[config.mk]
export PLATFORM = sky130hd
export DESIGN_NAME = header_frame_assembler
export DESIGN_NICKNAME = d
export VERILOG_FILES = /design/src/rtl/miner_pkg.sv /design/src/rtl/header_frame_assembler_rising_edge_pulse.sv /design/src/rtl/header_frame_assembler.sv
export SDC_FILE = /design/constraint.sdc
export NUM_CORES = 2
export LEC_CHECK = 0
export ABC_AREA = 1
export CAP_MARGIN = 20
export CORE_ASPECT_RATIO = 0.9
export CORE_UTILIZATION = 45
export CTS_BUF_LIST = sky130_fd_sc_hd__clkbuf_8
export CTS_CLUSTER_DIAMETER = 40
export DETAILED_ROUTE_END_ITERATION = 10
export PLACE_DENSITY = 0.64
export SKIP_CTS_REPAIR_TIMING = 1
export SYNTH_ARGS = -nofsm -noshare
export SYNTH_HDL_FRONTEND = slang
export SYNTH_SLANG_ARGS = --single-unit
export TNS_END_PERCENT = 50
[constraint.sdc]
create_clock -name clock -period 5.3 [get_ports clock]
set_input_delay 1.325 -clock clock [delete_from_list [all_inputs] [get_ports clock]]
set_output_delay 1.325 -clock clock [all_outputs]
set_load 0.01 [all_outputs]
[src/rtl/miner_pkg.sv]
// Constants shared by the UART receive path, the header frame assembler and the miner core.
package miner_pkg;

    localparam int FRAME_BYTES        = 80;
    localparam int HEADER_W           = FRAME_BYTES * 8;
    localparam int CLOCK_HZ           = 50_000_000;
    // 100 ms of receive silence, expressed in clock cycles.
    localparam int DEFAULT_RX_TIMEOUT = CLOCK_HZ / 10;

endpackage

[src/rtl/header_frame_assembler_rising_edge_pulse.sv]
// Single-cycle pulse on each rising edge of a level input.
// The history register has no reset, so a level held across reset is not seen as an edge.
module rising_edge_pulse (
    input  logic clock,
    input  logic i_level,
    output logic o_pulse
);

    logic r_prev;

    // Track the previous level every cycle, reset or not.
    always_ff @(posedge clock) begin
        r_prev <= i_level;
    end

    assign o_pulse = i_level & ~r_prev;

endmodule

[src/rtl/header_frame_assembler.sv]
// Collects UART bytes into fixed-size block-header frames for the miner.
// Partial frames are dropped after an idle timeout; a newer frame always replaces an unconsumed one.
module header_frame_assembler #(
    parameter int FRAME_BYTES    = miner_pkg::FRAME_BYTES,
    parameter int TIMEOUT_CYCLES = miner_pkg::DEFAULT_RX_TIMEOUT,
    parameter int DROP_CNT_W     = 8
) (
    input  logic                               clock,
    input  logic                               reset,
    input  logic [7:0]                         rx_byte,
    input  logic                               rx_strobe,
    output logic [FRAME_BYTES*8-1:0]           header_out,
    output logic                               header_valid,
    input  logic                               header_ready,
    output logic                               new_job,
    output logic [$clog2(FRAME_BYTES+1)-1:0]   byte_count,
    output logic                               rx_busy,
    output logic [DROP_CNT_W-1:0]              frame_drops
);

    localparam int HEADER_W = FRAME_BYTES * 8;
    localparam int CNT_W    = $clog2(FRAME_BYTES + 1);
    localparam int TMR_W    = $clog2(TIMEOUT_CYCLES);

    localparam logic [CNT_W-1:0] LAST_BYTE  = CNT_W'(FRAME_BYTES - 1);
    localparam logic [TMR_W-1:0] TIMER_LAST = TMR_W'(TIMEOUT_CYCLES - 1);

    logic                  w_byte_event;
    logic [HEADER_W-9:0]   r_shift;
    logic [HEADER_W-1:0]   r_header;
    logic                  r_header_valid;
    logic                  r_new_job;
    logic [CNT_W-1:0]      r_byte_count;
    logic                  r_rx_busy;
    logic [TMR_W-1:0]      r_idle;
    logic [DROP_CNT_W-1:0] r_frame_drops;

    rising_edge_pulse u_strobe_edge (
        .clock   (clock),
        .i_level (rx_strobe),
        .o_pulse (w_byte_event)
    );

    // Byte collection, frame hand-off, idle timeout and drop accounting.
    always_ff @(posedge clock) begin
        if (reset) begin
            r_shift        <= '0;
            r_header       <= '0;
            r_header_valid <= 1'b0;
            r_new_job      <= 1'b0;
            r_byte_count   <= '0;
            r_rx_busy      <= 1'b0;
            r_idle         <= '0;
            r_frame_drops  <= '0;
        end else begin
            r_new_job <= 1'b0;
            if (r_header_valid && header_ready) begin
                r_header_valid <= 1'b0;
            end

            if (w_byte_event) begin
                r_idle <= '0;
                if (r_byte_count == LAST_BYTE) begin
                    // A fresh frame overrides any accept seen this same cycle.
                    r_header       <= {r_shift, rx_byte};
                    r_header_valid <= 1'b1;
                    r_new_job      <= 1'b1;
                    r_byte_count   <= '0;
                    r_rx_busy      <= 1'b0;
                end else begin
                    r_shift      <= {r_shift[HEADER_W-17:0], rx_byte};
                    r_byte_count <= r_byte_count + 1'b1;
                    r_rx_busy    <= 1'b1;
                end
            end else if (r_byte_count == '0) begin
                r_idle <= '0;
            end else if (r_idle == TIMER_LAST) begin
                r_idle       <= '0;
                r_byte_count <= '0;
                r_rx_busy    <= 1'b0;
                if (r_frame_drops != '1) begin
                    r_frame_drops <= r_frame_drops + 1'b1;
                end
            end else begin
                r_idle <= r_idle + 1'b1;
            end
        end
    end

    assign header_out   = r_header;
    assign header_valid = r_header_valid;
    assign new_job      = r_new_job;
    assign byte_count   = r_byte_count;
    assign rx_busy      = r_rx_busy;
    assign frame_drops  = r_frame_drops;

endmodule
# Word-level counts from Yosys, hierarchy flattened
# Index checks and enable logic that the tools add are counted.
# totals
regBits,1314
output_inout_bits,658
wordCells,42
# op_classes
add_sub_neg,3
eq_ne,4
mux,12
n_bitwise,5
reduce_logical,9
# op_table
operator,count
two-way mux 7 bit,4
adder 23 x 1 -> 23 bit (second input constant),1
equality test 23 bit (second input constant),1
adder 8 x 1 -> 8 bit (second input constant),1
two-way mux 1 bit,8
!= test 8 bit (second input constant),1
adder 7 x 1 -> 7 bit (second input constant),1
equality test 7 bit (second input constant),1
logical NOT 7 bit,1
AND reduction 2 bit,3
NOT 1 bit,4
AND reduction 4 bit,1
OR reduction 4 bit,1
!= test 2 x 1 -> 1 bit (second input constant),1
nonzero test 2 bit,1
OR reduction 2 bit,1
AND 1 bit,1
logical AND 1 bit,1

# Logic depth before layout (Yosys ltp)
# depth
depth_word,4
mapped_depth,12
ltp_nobuf,11

# Modules after synthesis
# Synthesis repeated with hierarchy kept, for this count alone.
# hier_totals
cells_unflattened,5841
area_unflattened_um2,46024.1
# modules_own_cells
module,n_inst,cells_each,area_per_inst_um2
header_frame_assembler,1,5838,45994.1
rising_edge_pulse,1,3,30.0

# Worst setup path after synthesis
# Ideal clock, no wire load.
# synth_timing
path_type,in2reg
start,in rx_strobe
end,"reg r_header[251], in the netlist header_out[251]"
t_arrival_ps,2465
path_slack_ps,2720
path_stages,10
cell_sequence,inv_1 or2_4 buf_6 inv_2 nand2_4 buf_6 buf_6 clkbuf_1 o21ai_0 nor2_1
# synth_via
elab_chain_cells,2
# synth_rtl
item,line_no,text
"start, declared",header_frame_assembler.sv:11,"input logic rx_strobe,"
AND 1 bit,header_frame_assembler_rising_edge_pulse.sv:16,assign o_pulse = i_level & ~r_prev;
AND reduction 2 bit (no line),--,
"end signal, assigned",header_frame_assembler.sv:65,"r_header <= {r_shift, rx_byte};"
"end, declared",header_frame_assembler.sv:30,logic [HEADER_W-1:0] r_header;
# Every way passes these cells.
# A chain may end at the register's enable or synchronous reset.

# Worst setup path after layout
# layout_timing
start,"reg r_byte_count[2], in the netlist byte_count[2]"
end,out byte_count[2]
# layout_lines
item,line_no,text
"start, declared",header_frame_assembler.sv:33,logic [CNT_W-1:0] r_byte_count;
"start signal, assigned",header_frame_assembler.sv:72,r_byte_count <= r_byte_count + 1'b1;
"end, declared",header_frame_assembler.sv:16,"output logic [$clog2(FRAME_BYTES+1)-1:0] byte_count,"
# No word-level cell between the ends.

==> results.json <==
{
  "status": "completed",
  "cp_slowest_cell": "clkdlybuf4s50_1",
  "netlist_area_sq_um": 46000,
  "whs_ps": 455,
  "die_h_um": 305,
  "path_cells": "clkdlybuf4s50_1",
  "clock_sinks": 1314,
  "p_switching_mw": 4.81,
  "grt_pass1_wl_um": 204000,
  "period_share_pct": 62.5,
  "final_util_pct": 56.8,
  "p_seq_share_pct": 51.8,
  "fill_cells": 9391,
  "crit_type": "reg -> out",
  "cp_max_fo": 6,
  "power.internal_mw": 15.3,
  "ios": 670,
  "synth_nets": 5865,
  "seqCellArea_sq_um": 26300,
  "hold_viol": 0,
  "postSynthCellCount": 5849,
  "dr.pass1.iters": 5,
  "rsz0062_at_grt": "no",
  "cp_num_buf_inv": 1,
  "yosys.area.top_type": "dfxtp_1",
  "p_leak_nw": 22.8,
  "fin_cells": 7876,
  "synth_cell_types": 33,
  "setup_viol": 0,
  "grt_pass1_vias": 36266,
  "skew_ps": 40.2,
  "antenna_found_initial": 3,
  "ctsLongestPathBuffers": 3,
  "grt_max_degree": 222,
  "layout_common_cells": "nor2_1, dfxtp_1, o21ai_0",
  "ys_seq_elements": 1314,
  "globalplace.congestion": 0.830,
  "drive_gt1_share_pct": 5.91,
  "tritoncts": "built",
  "routed_wl_um": 130000,
  "hold_path_class": "reg -> reg",
  "ant_nets": 0,
  "swShare_pct": 23.9,
  "use_met1_pct": 32.5,
  "final_common_cell": "nor2_1",
  "htreeDepth": 4,
  "powerDensity_nw_per_um2": 352,
  "ir_drop_mv": 0.219,
  "critPathRequiredTime_ps": 3970,
  "avgSynthCellArea_sq_um": 7.87,
  "path_clk_slew_ps": 60,
  "clock-root-buffer": "clkbuf_8",
  "nNetsFinal": 6375,
  "period_needed_ps": 3310,
  "grt_remaining_overflow": 0,
  "setup-tns-final_ps": 0,
  "port_buffers": 669,
  "worstPathArrival_ps": 1990,
  "die_area_sq_um": 104000,
  "wl_per_cell_um": 16.5,
  "drv_slew": 0,
  "num_rows": 110,
  "cp_slowest_stage_delay_ps": 690,
  "numCtsBuffers": 207,
  "die_x_um": 339,
  "worstMarginPinSlew_ps": 1190,
  "critPathCaptureType": "output port",
  "timing.fmax_mhz": 302,
  "synth.area.top_cells": "dfxtp_1, nor2_1, o21ai_0",
  "pwr-share-clk_pct": 44.0,
  "multi_input_area_sq_um": 17100,
  "core_sq_um": 101000,
  "place_inst": 7494,
  "critPathTopFamily": "buffers and inverters",
  "drt-initial-drc-count": 2745,
  "ys_seq_area_share_pct": 57.2,
  "p_comb_share_pct": 4.2,
  "vias": 39131,
  "ys_warn_count": 0,
  "slew-limit-headroom_pct": 20.4,
  "syn2layout_area_growth_pct": 24.1,
  "initial_utilization_pct": 45.7,
  "use_met3_pct": 6.04,
  "grt_use_met2_pct": 37.4,
  "viasPerCell": 4.97,
  "synth_top_area_share_pct": 57.2,
  "post-dp-hpwl_um": 82600,
  "clk_latency_ps": 870,
  "globalRouteTotalUtil_pct": 24.4,
  "start_kind": "register",
  "drv_cap": 0,
  "route.detailed.drc": 0,
  "grt-busiest-layer": "met2"
}
-- power groups by stage --
stage | clock network, mW | registers, mW | logic, mW
4_1_cts | 9.05 | 10.4 | 0.850
3_5_place_dp | 0 | 10.6 | 0.844
3_3_place_gp | 0 | 10.6 | 0.834
2_1_floorplan | 0 | 10.5 | 0.673
5_1_grt | 9.50 | 10.5 | 0.985
6_report | 8.84 | 10.4 | 0.845
-- synth_stat cells (all sizes together) --
library cell  count
xor2              6
inv              46
o21bai            1
nor4              1
clkinv            1
nand4            15
nand2            72
ha                4
nand3            35
a31o              1
clkbuf          256
nor3              8
o21ai          1273
dfxtp          1314
nand3b            1
buf             171
or2               3
nor3b             1
xnor2             2
a21oi            22
nor2           2615
nor2b             1
-- flip-flops by register name (all words and copies together), names as in the netlist --
register	flops
header_valid	1
new_job	1
r_shift	632
frame_drops	8
header_out	640
rx_busy	1
r_idle	23
u_strobe_edge.r_prev	1
byte_count	7
-- logic make-up (layout without fill, tap and decap cells) --
kind of cell               after synthesis  in the layout  synth area share (%)
AOI/OAI and AO/OA                     1297           1297                  14.1
xor gates and xnor gates                 8              8                 0.152
adders and majority gates                4              4                 0.109
buffers and inverters                  474           1155                  5.71
DFF                                   1314           1314                  57.2
other                                    0              2                     0
and+or+nand+nor                       2752           2752                  22.7
-- per-stage QoR --
| stage | power [mW] | worst slack [ps] | cell area (sq um) |
|---|---|---|---|
| floorplan | 11.2 | 2720 | 46000 |
| global placement | 11.5 | 1260 | 52700 |
| detailed placement | 11.5 | 1220 | 52700 |
| CTS | 20.3 | 1880 | 57100 |
| global route | 20.9 | 1850 | 57100 |
| finish | 20.1 | 1990 | 57100 |
-- layer usage --
metal | up-vias | wire length [um]
met4 | 2 | 4760
met2 | 1001 | 57900
met3 | 233 | 8460
li1 | 19826 | -
met1 | 18069 | 58900
met5 | - | 14
-- path summary, 6_finish.rpt --
check                 from       endpoint  slack (ps)  cells after the start
max          byte_count[2]  byte_count[2]        1990                      1
min              r_idle[0]      r_idle[0]         450                      1
max reg2reg  byte_count[0]   r_shift[463]        2440                     10
min reg2reg      r_idle[0]      r_idle[0]         450                      1
-- cell type report --
type / instances / area share (%)
Clock buffer: 273 / 6.58
Timing Repair Buffer: 728 / 13.0
Multi-Input combinational cell: 4061 / 29.9
Inverter: 47 / 0.364
Clock inverter: 107 / 1.11
Antenna cell: 2 / 0.00876
Tap cell: 1344 / 2.94
Sequential cell: 1314 / 46.1
No activity file was read; power rests on OpenSTA's default activity.
